<file path="src/rtl/cpu_seq_pkg.sv">
// Shared types and constants for the CPU control sequencer.
// Optional I-type support is enabled by defining CPU_SEQ_ITYPE_EN.
package cpu_seq_pkg;

  typedef enum logic [2:0] {
    IDLE   = 3'd0,
    FETCH  = 3'd1,
    DECODE = 3'd2,
    EXEC   = 3'd3,
    WB     = 3'd4,
    TRAP   = 3'd5
  } seq_state_e;

  localparam logic [3:0] ALU_ADD  = 4'b0000;
  localparam logic [3:0] ALU_SUB  = 4'b0001;
  localparam logic [3:0] ALU_SLL  = 4'b0010;
  localparam logic [3:0] ALU_SRL  = 4'b0011;
  localparam logic [3:0] ALU_SRA  = 4'b0100;
  localparam logic [3:0] ALU_SLT  = 4'b0101;
  localparam logic [3:0] ALU_SLTU = 4'b0110;
  localparam logic [3:0] ALU_XOR  = 4'b0111;
  localparam logic [3:0] ALU_OR   = 4'b1000;
  localparam logic [3:0] ALU_AND  = 4'b1001;

  localparam logic [6:0] OPC_RTYPE = 7'b0110011;
  localparam logic [6:0] OPC_ITYPE = 7'b0010011;

  localparam logic [6:0] F7_BASE = 7'b0000000;
  localparam logic [6:0] F7_ALT  = 7'b0100000;

  // Map {instr[30], funct3} onto the ALU operation code.
  function automatic logic [3:0] alu_map(input logic alt, input logic [2:0] f3);
    logic [3:0] op;
    case (f3)
      3'b000:  op = alt ? ALU_SUB : ALU_ADD;
      3'b001:  op = ALU_SLL;
      3'b010:  op = ALU_SLT;
      3'b011:  op = ALU_SLTU;
      3'b100:  op = ALU_XOR;
      3'b101:  op = alt ? ALU_SRA : ALU_SRL;
      3'b110:  op = ALU_OR;
      default: op = ALU_AND;
    endcase
    return op;
  endfunction

endpackage

</file>
<file path="src/rtl/alu_op_decoder.sv">
// Combinational instruction decoder: IR -> {aluOP, aluSrcB, legal}.
// Defining CPU_SEQ_ITYPE_EN adds the register-immediate ALU opcode.
module alu_op_decoder
  import cpu_seq_pkg::*;
(
  input  logic [31:0] ir,
  output logic [3:0]  aluOP,
  output logic        aluSrcB,
  output logic        legal
);

  logic [6:0] opcode;
  logic [6:0] funct7;
  logic [2:0] funct3;
  logic       unused_fields;

  assign opcode        = ir[6:0];
  assign funct7        = ir[31:25];
  assign funct3        = ir[14:12];
  assign unused_fields = ^{ir[24:15], ir[11:7]};

  // Decode opcode/funct fields into ALU controls and legality.
  always_comb begin
    aluOP   = ALU_ADD;
    aluSrcB = 1'b0;
    legal   = 1'b0;
    case (opcode)
      OPC_RTYPE: begin
        aluOP = alu_map(ir[30], funct3);
        legal = (funct7 == F7_BASE) ||
                ((funct7 == F7_ALT) && ((funct3 == 3'b000) || (funct3 == 3'b101)));
      end
`ifdef CPU_SEQ_ITYPE_EN
      OPC_ITYPE: begin
        aluSrcB = 1'b1;
        case (funct3)
          3'b000: begin
            aluOP = ALU_ADD;
            legal = 1'b1;
          end
          3'b001: begin
            aluOP = ALU_SLL;
            legal = (funct7 == F7_BASE);
          end
          3'b101: begin
            aluOP = alu_map(ir[30], funct3);
            legal = (funct7 == F7_BASE) || (funct7 == F7_ALT);
          end
          default: begin
            aluOP = alu_map(1'b0, funct3);
            legal = 1'b1;
          end
        endcase
      end
`endif
      default: begin
        aluOP   = ALU_ADD;
        aluSrcB = 1'b0;
        legal   = 1'b0;
      end
    endcase
  end

endmodule

</file>
<file path="src/rtl/cpu_sequencer.sv">
// Multi-cycle control sequencer: IDLE/FETCH/DECODE/EXEC/WB with sticky TRAP.
// Defining CPU_SEQ_ITYPE_EN enables register-immediate ALU instructions.
module cpu_sequencer
  import cpu_seq_pkg::*;
#(
  parameter int unsigned EXEC_CYCLES = 1
) (
  input  logic        clk,
  input  logic        reset,
  input  logic        run,
  input  logic [31:0] instrCode,
  input  logic        imemReady,
  output logic        imemReq,
  output logic        irLoad,
  output logic        pcEn,
  output logic        regFileWe,
  output logic        aluSrcB,
  output logic [3:0]  aluOP,
  output logic        instrDone,
  output logic        illegalInstr
);

  localparam logic [1:0] EXEC_LOAD = 2'(EXEC_CYCLES - 1);

  seq_state_e  state_q, state_d;
  logic [31:0] ir_q, ir_d;
  logic [3:0]  op_q, op_d;
  logic        srcb_q, srcb_d;
  logic [1:0]  cnt_q, cnt_d;
  logic        ill_q, ill_d;

  logic [3:0]  dec_op;
  logic        dec_srcb;
  logic        dec_legal;

  alu_op_decoder u_dec (
    .ir      (ir_q),
    .aluOP   (dec_op),
    .aluSrcB (dec_srcb),
    .legal   (dec_legal)
  );

  // State and datapath-control registers with synchronous reset.
  always_ff @(posedge clk) begin
    if (reset) begin
      state_q <= IDLE;
      ir_q    <= '0;
      op_q    <= '0;
      srcb_q  <= 1'b0;
      cnt_q   <= '0;
      ill_q   <= 1'b0;
    end else begin
      state_q <= state_d;
      ir_q    <= ir_d;
      op_q    <= op_d;
      srcb_q  <= srcb_d;
      cnt_q   <= cnt_d;
      ill_q   <= ill_d;
    end
  end

  // Next-state and strobe generation; ALU controls only leave zero in EXEC/WB.
  always_comb begin
    state_d      = state_q;
    ir_d         = ir_q;
    op_d         = op_q;
    srcb_d       = srcb_q;
    cnt_d        = cnt_q;
    ill_d        = ill_q;
    imemReq      = 1'b0;
    irLoad       = 1'b0;
    pcEn         = 1'b0;
    regFileWe    = 1'b0;
    instrDone    = 1'b0;
    aluOP        = '0;
    aluSrcB      = 1'b0;
    illegalInstr = ill_q;
    case (state_q)
      IDLE: begin
        if (run) state_d = FETCH;
      end
      FETCH: begin
        imemReq = 1'b1;
        if (imemReady) begin
          irLoad  = 1'b1;
          ir_d    = instrCode;
          state_d = DECODE;
        end
      end
      DECODE: begin
        op_d   = dec_op;
        srcb_d = dec_srcb;
        cnt_d  = EXEC_LOAD;
        if (dec_legal) begin
          state_d = EXEC;
        end else begin
          ill_d   = 1'b1;
          state_d = TRAP;
        end
      end
      EXEC: begin
        aluOP   = op_q;
        aluSrcB = srcb_q;
        if (cnt_q == '0) state_d = WB;
        else             cnt_d   = cnt_q - 2'd1;
      end
      WB: begin
        aluOP     = op_q;
        aluSrcB   = srcb_q;
        regFileWe = 1'b1;
        pcEn      = 1'b1;
        instrDone = 1'b1;
        state_d   = run ? FETCH : IDLE;
      end
      TRAP: begin
        state_d = TRAP;
      end
      default: begin
        state_d = IDLE;
      end
    endcase
  end

endmodule
</file>
<file path="config.mk">
export PLATFORM = sky130hd
export DESIGN_NAME = cpu_sequencer
export DESIGN_NICKNAME = d
export VERILOG_FILES = /design/src/rtl/cpu_seq_pkg.sv /design/src/rtl/alu_op_decoder.sv /design/src/rtl/cpu_sequencer.sv
export SDC_FILE = /design/constraint.sdc
export NUM_CORES = 1
export LEC_CHECK = 0
export CAP_MARGIN = 10
export CORE_ASPECT_RATIO = 1.5
export CORE_UTILIZATION = 37
export CTS_BUF_LIST = sky130_fd_sc_hd__clkbuf_16
export CTS_CLUSTER_DIAMETER = 40
export DETAILED_ROUTE_END_ITERATION = 10
export PLACE_DENSITY = 0.79
export SYNTH_ARGS = -nofsm -noshare
export SYNTH_HDL_FRONTEND = slang
export SYNTH_SLANG_ARGS = --single-unit
</file>
<file path="constraint.sdc">
create_clock -name clk -period 2.04 [get_ports clk]
set_clock_uncertainty 0.15 [all_clocks]
set_input_delay 0.204 -clock clk [delete_from_list [all_inputs] [get_ports clk]]
set_output_delay 0.204 -clock clk [all_outputs]
set_load 0.005 [all_outputs]
</file>
### Word level (Yosys, flattened, before mapping)

Cells that the tools add are included.

| cells by class | value |
|---|---|
| reduce and logical (&&, ||, !) cells | 13 |
| multiplexer cells | 18 |
| equal/unequal tests | 17 |
| bitwise logic cells | 1 |
| add/subtract/negate cells | 1 |

Operator list:

| kind | number |
|---|---|
| 4-bit one-hot mux with 7 select lines | 1 |
| 3-bit one-hot mux with 6 select lines | 1 |
| 3-bit equality test (second input constant) | 5 |
| 3-bit 2-to-1 mux | 5 |
| 7-bit by 6-bit equality test with 1-bit output (second input constant) | 2 |
| 3-bit by 2-bit equality test with 1-bit output (second input constant) | 4 |
| 4-bit 2-to-1 mux | 2 |
| 2-bit inequality test (second input constant) | 4 |
| 7-bit logical NOT | 1 |
| 1-bit 2-to-1 mux | 7 |
| 3-bit by 1-bit equality test with 1-bit output (second input constant) | 2 |
| 3-bit logical NOT | 2 |
| 2-bit AND reduction | 3 |
| 2-bit one-hot mux with 2 select lines | 1 |
| 3-bit AND reduction | 1 |
| 2-bit logical NOT | 1 |
| 1-bit logical OR | 2 |
| 2-bit 2-to-1 mux | 1 |
| 2-bit nonzero test | 1 |
| 2-bit OR reduction | 1 |
| 2-bit by 1-bit subtractor with 2-bit output (second input constant) | 1 |
| 1-bit logical AND | 1 |
| 1-bit NOT | 1 |

| word-level totals | value |
|---|---|
| word-level logic and storage cells | 55 |
| output and inout bits | 11 |
| bits in registers | 42 |
| input bits | 36 |

### Longest topological paths before layout

Gate-level depths: netlist (run 1).

| depth | value |
|---|---|
| word-level depth | 7 |
| gate-level depth with buffers | 7 |
| mapped depth without buffers | 6 |

### Hierarchy

From an unflattened synthesis (run 1), not the netlist that was laid out.

| second synthesis, totals | value |
|---|---|
| cell total of the unflattened synthesis | 234 |
| area, all modules | 1874.3 um^2 |

Modules (own cells, without submodules):

| module | area each (um^2) | cells each | times used | seq. area each (um^2) |
|---|---|---|---|---|
| cpu_sequencer | 1707.9 | 210 | 1 | 860.8 |
| alu_op_decoder | 166.4 | 24 | 1 | 0.0 |

### Least setup slack after synthesis (run 1)

OpenSTA, ideal clock, no wires.

| timing | value |
|---|---|
| kind | register to output |
| start point | register state_q[0] |
| end point | output aluOP[0] |
| path buffers | 1 |
| required time | 1.686 ns |
| cell stages (with the launch flop) | 5 |
| setup slack | 0.544 ns |
| data arrival time | 1.142 ns |
| cells stage by stage | dfxtp_1 clkbuf_1 nor3b_1 a21o_1 and2_1 |

| between the ends | value |
|---|---|
| longest elaborated chain between the ends | 3 |
| elaborated cells between the ends (all ways) | 4 |
| those cells by class | eq/ne: 2; mux: 1; reduce/logical: 1 |

Ends and longest elaborated chain:

| element | line | source |
|---|---|---|
| start, declared | cpu_sequencer.sv:25 | `seq_state_e state_q, state_d;` |
| start signal, assigned | cpu_sequencer.sv:53 | `state_q <= state_d;` |
| 3-bit by 2-bit equality test with 1-bit output or 3-bit equality test (tied branches) | - |  |
| 2-bit OR reduction (no line) * | - |  |
| 4-bit 2-to-1 mux * | cpu_sequencer.sv:78 | `case (state_q)` |
| end, declared | cpu_sequencer.sv:18 | `output logic [3:0] aluOP,` |

Mark *: on every way between the ends. The rest lies on a longest branch, timed or not.

### Worst setup path after layout (run 1)

| timing | value |
|---|---|
| start point | register state_q[1] |
| end point | output irLoad |

| between the ends | value |
|---|---|
| longest elaborated chain between the ends | 2 |

Ends and longest elaborated chain:

| element | line | source |
|---|---|---|
| 3-bit by 1-bit equality test with 1-bit output | cpu_sequencer.sv:78 |  |
| 1-bit 2-to-1 mux | cpu_sequencer.sv:78 |  |
| end, declared | cpu_sequencer.sv:14 | `output logic irLoad,` |

Every way passes these cells.

==> results of run 1 <==
## state kept, by name, indices dropped and copies added (netlist names)
register and count:
cnt_q 2, illegalInstr 1, ir_q 17, op_q 4, state_q 3
## placed cells by master (no fill, tap or decap), drive strengths merged, types with 3 or more instances in the layout
cell type / netlist / routed
dfxtp: 27 / 27
nand2b: 4 / 4
o21ai: 5 / 5
nor3: 4 / 4
and2: 4 / 4
clkbuf: 3 / 3
nand2: 44 / 44
clkdlybuf4s50: 0 / 28
inv: 6 / 6
nor2: 6 / 6
buf: 10 / 12
a21oi: 26 / 26
## kinds of logic after synthesis
family	after synthesis	synth area share (%)
fa+ha+maj	1	0.954
compound gates	39	17.7
xor+xnor	1	0.668
mux	2	1.62
other cells	1	0.286
flops	27	41.2
buf+inv	19	8.49
simple gates	74	29.1
## critical path, stage by stage, from the launching register on
cell and delay [ns]:
dfxtp_2 0.34, buf_4 0.16, nor3b_4 0.23, nand2_4 0.09, inv_4 0.06, clkdlybuf4s50_1 0.49
## cell usage after synthesis (all sizes together), types with 2 or more instances
library cell and number:
and2 4, dfxtp 27, nor2b 2, nor3 4, o21ai 5, buf 10, nor2 6, nor3b 2
a21oi 26, nand2 44, clkbuf 3, nand2b 4, inv 6, nand4 2
## area by class of cell
type,count,area [um^2],share of cell area (%)
multi-input combinational,118,671,37.9
sequential,27,546,30.8
timing repair buffer,42,395,22.3
clock buffer,3,75.1,4.24
tap,42,52.6,2.97
inverter,6,25.0,1.41
clock inverter,1,5.00,0.283
## worst max path at each step
| stage | from | to | depth (start not counted) |
|---|---|---|---|
| CTS | state_q[0] | aluOP[3] | 4 |
| floorplan | state_q[0] | aluOP[0] | 4 |
| detailed placement | state_q[0] | aluOP[3] | 4 |
| global placement | state_q[0] | aluOP[3] | 4 |
| finish | state_q[1] | irLoad | 5 |
| global route | state_q[1] | irLoad | 5 |
## metal layers
metal | wire [um] | vias to the layer above
met3 | 91 | 5
met2 | 1370 | 30
met1 | 1010 | 509
met4 | 50 | 0
li1 | - | 608
met5 | 0 | -
## timing repair
item	CTS	global route
endpoints found under the hold margin	0	0
gates resized for setup	2	5
buffers inserted	0	4
pin swaps	0	4
endpoints found under the setup margin	5	5
hold buffers	0	0
## metrics by stage
step	hold WS (ns)	setup WS (ns)	total power [mW]	TNS [ns]	instance area, um^2
after global routing	0.324	-0.0000461	1.22	-0.0000461	1770
final	0.299	0.0507	1.18	0	1770
after floorplan	0.190	0.544	0.667	0	1310
after CTS	0.303	0.0204	1.17	0	1720
after detailed placement	0.294	0.201	0.735	0	1640
after global placement	0.287	0.199	0.733	0	1640
## power groups by stage
stage | clock, mW | sequential [mW] | combinational (mW)
after floorplan | 0 | 0.568 | 0.0994
after global placement | 0 | 0.577 | 0.155
after detailed placement | 0 | 0.578 | 0.157
after CTS | 0.448 | 0.567 | 0.159
after global routing | 0.463 | 0.568 | 0.191
final | 0.439 | 0.565 | 0.171
==> out/qor.csv, run 1 <==
stage,metric,value,unit
critical_path,Worst EP required,1.69,ns
yosys,Cells after Synth,164,
yosys,distinct cell type count after synthesis,43,
timing,highest clock rate,503,MHz
cts,CTS tree,built,
pwr,Leak,0.695,nW
floorplanning,die area,3790,um^2
yosys,Synth area leader,dfxtp_1,
yosys,Yosys top cell area share,41.2,%
cts,Worst-path clk slew,0.06,ns
yosys,syn nets,201,
timing,Setup Viol. Count Final,0,
final_layout,Layout Area Growth over Synthesis,34.9,%
critical_path,Startpoint Class,register,
flow_run,max capacitance violation total,0,
timing,min cycle time layout,1.99,ns
cts,CTS Buffer Depth,2,
global_route,busiest grt layer,met2,
yosys,"top cells by area, synth","dfxtp_1 41%, nand2_1 12%, a21oi_1 8.8%",
yosys,Post-Syn Area,1310,um^2
detailed_routing,DR iter-0 viols,17,
timing,fin crit share,97.5,%
yosys,Post-synth ARST share,0,%
status,status,completed,
worst_hold_path,Hold Path Origin,op_q[1],
worst_hold_path,Hold Path Depth,2,
pwr,Cell Pwr Density,665,nW/um^2
detailed_routing,Detail Route Antenna Nets,0,
yosys,post-synthesis sequential area ratio,41.2,%
detailed_routing,1st-pass router iterations,4,
final_layout,final core utilization,52.3,%
global_route,first-pass GRT wire length,4340,um
cts,TritonCTS Buffers,3,
final_layout,Final Instance Count excl. Fillers,239,
pwr,P_int,0.909,mW
pwr,sw power,0.267,mW
cts,later-pin clock latency in the skew report,0.26,ns
detailed_routing,via count,1152,
place,I/O Buffers,30,
global_route,initial antenna violation count,0,
final_layout,final net count,235,
pwr,clock network fraction of design power,37.4,%
cts,clock sinks,27,
place,hpwl dp,1850,um
floorplanning,Top-Level Pins,47,
global_route,total grt overflow,0,
timing,Final Hold Viols,0,
yosys,Main synth FF type,dfxtp_1,
global_route,largest net degree at the start of global routing,18,
cts,root buffer cell,clkbuf_16,
yosys,Post-synth EDFFs,0,
detailed_routing,# DRC,0,
final_layout,antenna cell count,0,
timing,Slew Limit Fails,0,
detailed_routing,final wirelength,2520,um
pwr,VDD IR max,0.445,mV
place,gpl congestion,0.722,
floorplanning,DIE HEIGHT,74.9,um
global_route,total track usage,14.9,%
critical_path,"Max FO, Critical Path",6,
floorplanning,Starting Density,38.8,%
pwr,sequential share of power,48.1,%
global_route,routing usage on met2,27.6,%
critical_path,Setup crit end kind,output pin,
pwr,switching part of the total,22.7,%
place,Inst Count DP,231,
final_layout,share of post-route cells with drive strength above 1,15.2,%
floorplanning,die width,50.6,um
final_layout,fillers,332,
critical_path,Worst R2R Setup Slack,0.47,ns
critical_path,Setup CP Type,register to output pin,
floorplanning,num rows,26,
global_route,met3 usage,1.82,%
global_route,M1 GR Usage,16.7,%
worst_hold_path,hold path endpoint,op_q[1],
detailed_routing,Routed wire per std cell,10.6,um
critical_path,Reg2Reg Depth,5,
yosys,Synth Warn #,0,
floorplanning,Core ar.,3380,um^2
global_route,vias in the first global route,1036,
critical_path,Reg2Reg Capture Point,illegalInstr,
yosys,Seq cells post-synth,27,
yosys,Syn Area/Cell,8.00,um^2
critical_path,Crit Reg-Reg Startpoint,state_q[2],
critical_path,CP arrival,1.64,ns
detailed_routing,DR vias/cell,4.82,
pwr,Logic pwr share,14.6,%
worst_hold_path,HP Class,register to register,
cts,htree depth,1,
No activity file was read; power rests on OpenSTA's default activity.
==> run 2, diff against run 1 <==
Settings changed: CORE_MARGIN set to 2, MAX_ROUTING_LAYER set to met4, SLEW_MARGIN set to 40.
==> out/qor.csv, run 2 (same netlist as run 1, synthesis figures left out) <==
stage,metric,value,unit
timing,pin slew with the least headroom to its limit,0.602,ns
critical_path,Startpoint Class,register,
timing,RSZ-0062 raised after global routing,no,
detailed_routing,# DRC,0,
floorplanning,Top-Level Pins,47,
global_route,first-pass GRT wire length,4360,um
final_layout,"commonest non-fill, non-tap cells in the layout","43 x nand2_1, 28 x clkdlybuf4s50_1, 25 x dfxtp_1, 23 x a21oi_1, 9 x buf_4",
floorplanning,die width,52.6,um
cts,CTS Buffer Depth,2,
final_layout,Top reg by flops,ir_q,
place,hpwl dp,1800,um
detailed_routing,DR vias/cell,4.90,
timing,Setup Viol. Count Final,0,
floorplanning,Starting Density,38.4,%
global_route,vias in the first global route,1060,
final_layout,Layout Area Growth over Synthesis,32.9,%
final_layout,Top Registers,"ir_q x17, op_q x4, state_q x3",
timing,fin crit share,96.8,%
final_layout,area of the multi-input gates,664,um^2
global_route,total track usage,14.0,%
detailed_routing,DR iter-0 viols,16,
critical_path,crit path from,state_q[1],
timing,headroom to the max-slew limit,59.7,%
pwr,VDD IR max,0.498,mV
critical_path,Worst EP required,1.69,ns
detailed_routing,via count,1157,
critical_path,"Max FO, Critical Path",6,
final_layout,antenna cell count,0,
place,I/O Buffers,30,
worst_hold_path,HP Class,register to register,
place,gpl congestion,0.738,
status,status,completed,
cts,Worst-path clk slew,0.07,ns
critical_path,Setup CP Type,register to output pin,
floorplanning,die area,4050,um^2
flow_run,max capacitance violation total,0,
timing,Slew Limit Fails,0,
pwr,Leak,0.677,nW
final_layout,max reg flops,17,
floorplanning,num rows,26,
cts,TritonCTS Buffers,3,
final_layout,final net count,232,
timing,Setup TNS Final,0,ns
global_route,largest net degree at the start of global routing,18,
place,Setup WS pre-CTS,0.252,ns
critical_path,Crit Reg-Reg Startpoint,state_q[2],
global_route,total grt overflow,0,
global_route,initial antenna violation count,0,
pwr,Cell Pwr Density,674,nW/um^2
detailed_routing,Routed wire per std cell,10.3,um
cts,hold buffers post-CTS,0,
timing,highest clock rate,506,MHz
final_layout,"most common cell after layout, fill and taps aside",nand2_1,
final_layout,share of post-route cells with drive strength above 1,13.9,%
critical_path,Setup crit end kind,output pin,
floorplanning,DIE HEIGHT,76.9,um
final_layout,register area,546,um^2
final_layout,fillers,336,
detailed_routing,Detail Route Antenna Nets,0,
cts,later-pin clock latency in the skew report,0.26,ns
cts,CTS tree,built,
timing,min cycle time layout,1.98,ns
cts,htree depth,1,
worst_hold_path,Hold Path Origin,op_q[0],
cts,clock sinks,27,
timing,post-route setup slack,0.0645,ns
critical_path,CP arrival,1.62,ns
detailed_routing,1st-pass router iterations,4,
cts,root buffer cell,clkbuf_16,
timing,Final Hold Viols,0,
floorplanning,Core ar.,3420,um^2
detailed_routing,final wirelength,2430,um
run 2: final timing paths:
check                               endpoint  slack (ns)  cells past startpoint
worst min register to register       op_q[0]        0.30                      2
worst max-delay path                  irLoad        0.06                      5
worst min-delay path                 op_q[0]        0.30                      2
worst max register to register  illegalInstr        0.48                      5
run 2: critical path, cell delays in order (launching register included):
cell and delay [ns]:
dfxtp_1 0.33, buf_4 0.17, nor3b_4 0.23, nand2_4 0.09, inv_4 0.06, clkdlybuf4s50_1 0.48
run 2: cell type report:
class,count,area share [%]
repair buffers,39,21.4
clock buffers,3,4.31
flip-flops and latches,27,31.3
multi-input cells,118,38.1
clock inverters,1,0.431
inverters,6,1.44
well taps,42,3.02
run 2: stage by stage:
stage	instance area, um^2	std cells	power [mW]	util, %	hold slack [ns]
2_1_floorplan	1310	164	0.667	-	0.190
3_3_place_gp	1640	231	0.734	47.9	0.287
3_5_place_dp	1640	231	0.736	47.9	0.292
4_1_cts	1730	235	1.19	50.5	0.300
5_1_grt	1740	236	1.23	51.0	0.331
6_report	1740	236	1.17	51.0	0.298
run 2: report_power, final:
| part | internal, mW | switching (mW) |
|---|---|---|
| clock network | 0.266 | 0.180 |
| logic | 0.0918 | 0.0709 |
| registers | 0.547 | 0.0180 |
| total | 0.906 | 0.269 |
run 2: routing by layer:
metal	wire length [um]	share of wire (%)	vias to the layer above	global-route usage [%]
li1	-	-	602	-
met1	1020	42	524	16.6
met2	1270	52	27	23.1
met3	93	3.8	4	1.75
met4	42	1.7	0	6.15
met5	0	0	-	-
run 2: timing repair:
action,CTS,global route
setup buffers,0,1
gates resized for setup,2,4
setup endpoints to repair,4,5
pin swaps,0,2
==> run 3, diff against run 2 <==
Settings changed: CTS_BUF_LIST sky130_fd_sc_hd__clkbuf_16 to unset, GPL_TIMING_DRIVEN set to 0.
==> out/qor.csv, run 3 (same netlist as run 1, synthesis figures left out) <==
stage,metric,value,unit
status,status,completed,
detailed_routing,Routed wire per std cell,10.4,um
floorplanning,DIE HEIGHT,76.9,um
place,hpwl dp,1830,um
floorplanning,die area,4050,um^2
detailed_routing,DR iter-0 viols,10,
cts,root buffer cell,clkbuf_8,
timing,fin crit share,95.2,%
critical_path,Setup crit end kind,output pin,
final_layout,max reg flops,17,
floorplanning,die width,52.6,um
timing,Final Hold Viols,0,
detailed_routing,via count,1161,
pwr,switching part of the total,24.9,%
final_layout,share of post-route cells with drive strength above 1,15.3,%
flow_run,max capacitance violation total,0,
timing,Slew Limit Fails,0,
final_layout,"commonest non-fill, non-tap cells in the layout","43 x nand2_1, 25 x dfxtp_1, 23 x a21oi_1, 23 x clkdlybuf4s50_1, 8 x buf_4",
critical_path,Max stage delay on crit path,0.40,ns
critical_path,CP arrival,1.59,ns
pwr,clock network fraction of design power,29.5,%
final_layout,Layout Area Growth over Synthesis,34.4,%
floorplanning,Top-Level Pins,47,
global_route,largest net degree at the start of global routing,15,
final_layout,antenna cell count,0,
critical_path,Startpoint Class,register,
pwr,sequential share of power,54.1,%
place,I/O Buffers,30,
detailed_routing,Detail Route Antenna Nets,0,
cts,Worst-path clk slew,0.09,ns
cts,htree depth,1,
global_route,initial antenna violation count,0,
cts,CTS tree,built,
critical_path,cells along the critical path,and2b_2 > a21o_1 > buf_4 > and2_1 > dlygate4sd2_1,
critical_path,sum of buffers and inverters on the critical path,2,
timing,pin slew with the least headroom to its limit,0.520,ns
timing,Setup Viol. Count Final,0,
pwr,Cell Pwr Density,592,nW/um^2
global_route,first-pass GRT wire length,4660,um
cts,CTS Buffer Depth,2,
pwr,Leak,0.715,nW
timing,min cycle time layout,1.94,ns
cts,TritonCTS Buffers,3,
detailed_routing,final wirelength,2540,um
place,Inst Count DP,236,
critical_path,Setup CP Type,register to output pin,
critical_path,"Max FO, Critical Path",7,
critical_path,"CP delay by family, top",flip-flops,
floorplanning,Starting Density,38.4,%
final_layout,Final Instance Count excl. Fillers,244,
detailed_routing,1st-pass router iterations,4,
final_layout,Top reg by flops,ir_q,
final_layout,Top Registers,"ir_q x17, op_q x4, state_q x3",
global_route,vias in the first global route,1120,
timing,highest clock rate,515,MHz
global_route,total track usage,15.4,%
timing,post-route setup slack,0.0985,ns
pwr,VDD IR max,0.420,mV
final_layout,fillers,340,
detailed_routing,# DRC,0,
final_layout,"most common cell after layout, fill and taps aside",nand2_1,
final_layout,final net count,240,
floorplanning,num rows,26,
pwr,Logic pwr share,16.4,%
critical_path,Worst EP required,1.69,ns
global_route,total grt overflow,0,
pwr,P_int,0.783,mW
critical_path,slowest cell on the critical path,dfxtp_4,
timing,RSZ-0062 raised after global routing,no,
cts,clock sinks,27,
detailed_routing,DR vias/cell,4.76,
pwr,sw power,0.260,mW
place,Setup WS pre-CTS,-0.0430,ns
cts,later-pin clock latency in the skew report,0.28,ns
floorplanning,Core ar.,3420,um^2
timing,headroom to the max-slew limit,65.4,%
place,gpl congestion,0.747,
critical_path,Worst R2R Setup Slack,0.45,ns
pwr,Tot Pwr,1.04,mW
worst_hold_path,HP Class,register to register,
## run 3: cell count changes in the layout (fill, tap and decap cells not counted), moves of 3 or more
cell,delta
clkbuf_8,+3
clkbuf_16,-3
dlygate4sd2_1,+5
buf_6,+3
buf_2,+3
clkbuf_1,+3
clkdlybuf4s50_1,-5
## run 3: worst reg2reg max path, delay by kind of cell (launching register included)
kind,cells,cell delay (ns)
compound gates,2,0.28
flops,1,0.33
simple gates,2,0.72
## run 3: power by group through the flow
stage               sequential, mW  combinational (mW)  clock, mW
floorplan                    0.568              0.0994          0
global placement             0.570               0.167          0
CTS                          0.560               0.181      0.311
global route                 0.569               0.191      0.336
detailed placement           0.571               0.169          0
finish                       0.564               0.171      0.308
## run 3: layout make-up
| class | count | area [um^2] | share of cell area (%) |
|---|---|---|---|
| Buffer | 12 | 82.6 | 4.68 |
| Clock buffer | 4 | 45.0 | 2.56 |
| Multi-Input combinational cell | 118 | 671 | 38.0 |
| Timing Repair Buffer | 35 | 337 | 19.1 |
| Sequential cell | 27 | 548 | 31.1 |
| Inverter | 6 | 27.5 | 1.56 |
| Tap cell | 42 | 52.6 | 2.98 |
## run 3: final timing paths
path,startpoint,end,cells past startpoint
max,state_q[2],aluOP[0],5
min,op_q[0],op_q[0],2
max reg2reg,ir_q[26],illegalInstr,4
min reg2reg,op_q[0],op_q[0],2
## run 3: routing by layer
| layer | up-vias | GRT usage, % | part of all wire (%) |
|---|---|---|---|
| met5 | - | - | 0 |
| met4 | 0 | 7.69 | 3.1 |
| met3 | 7 | 2.33 | 4.2 |
| met2 | 29 | 25.6 | 49 |
| met1 | 503 | 17.3 | 44 |
| li1 | 622 | - | - |
## run 3: repair_timing
action / 4_1_cts / 5_1_grt
hold buffers: 0 / 0
buffers inserted: 4 / 1
pin swaps: 4 / 1
endpoints found under the setup margin: 8 / 4
gates resized for setup: 13 / 4
## run 3: metrics by stage
| step | hold WS, ns | utilization, % | area, um^2 | TNS, ns |
|---|---|---|---|---|
| after floorplan | 0.190 | - | 1310 | 0 |
| after global placement | 0.288 | 48.7 | 1660 | -0.0800 |
| after detailed placement | 0.293 | 48.7 | 1660 | -0.162 |
| after CTS | 0.305 | 51.5 | 1760 | 0 |
| after global routing | 0.328 | 51.6 | 1760 | 0 |
| final | 0.305 | 51.6 | 1760 | 0 |
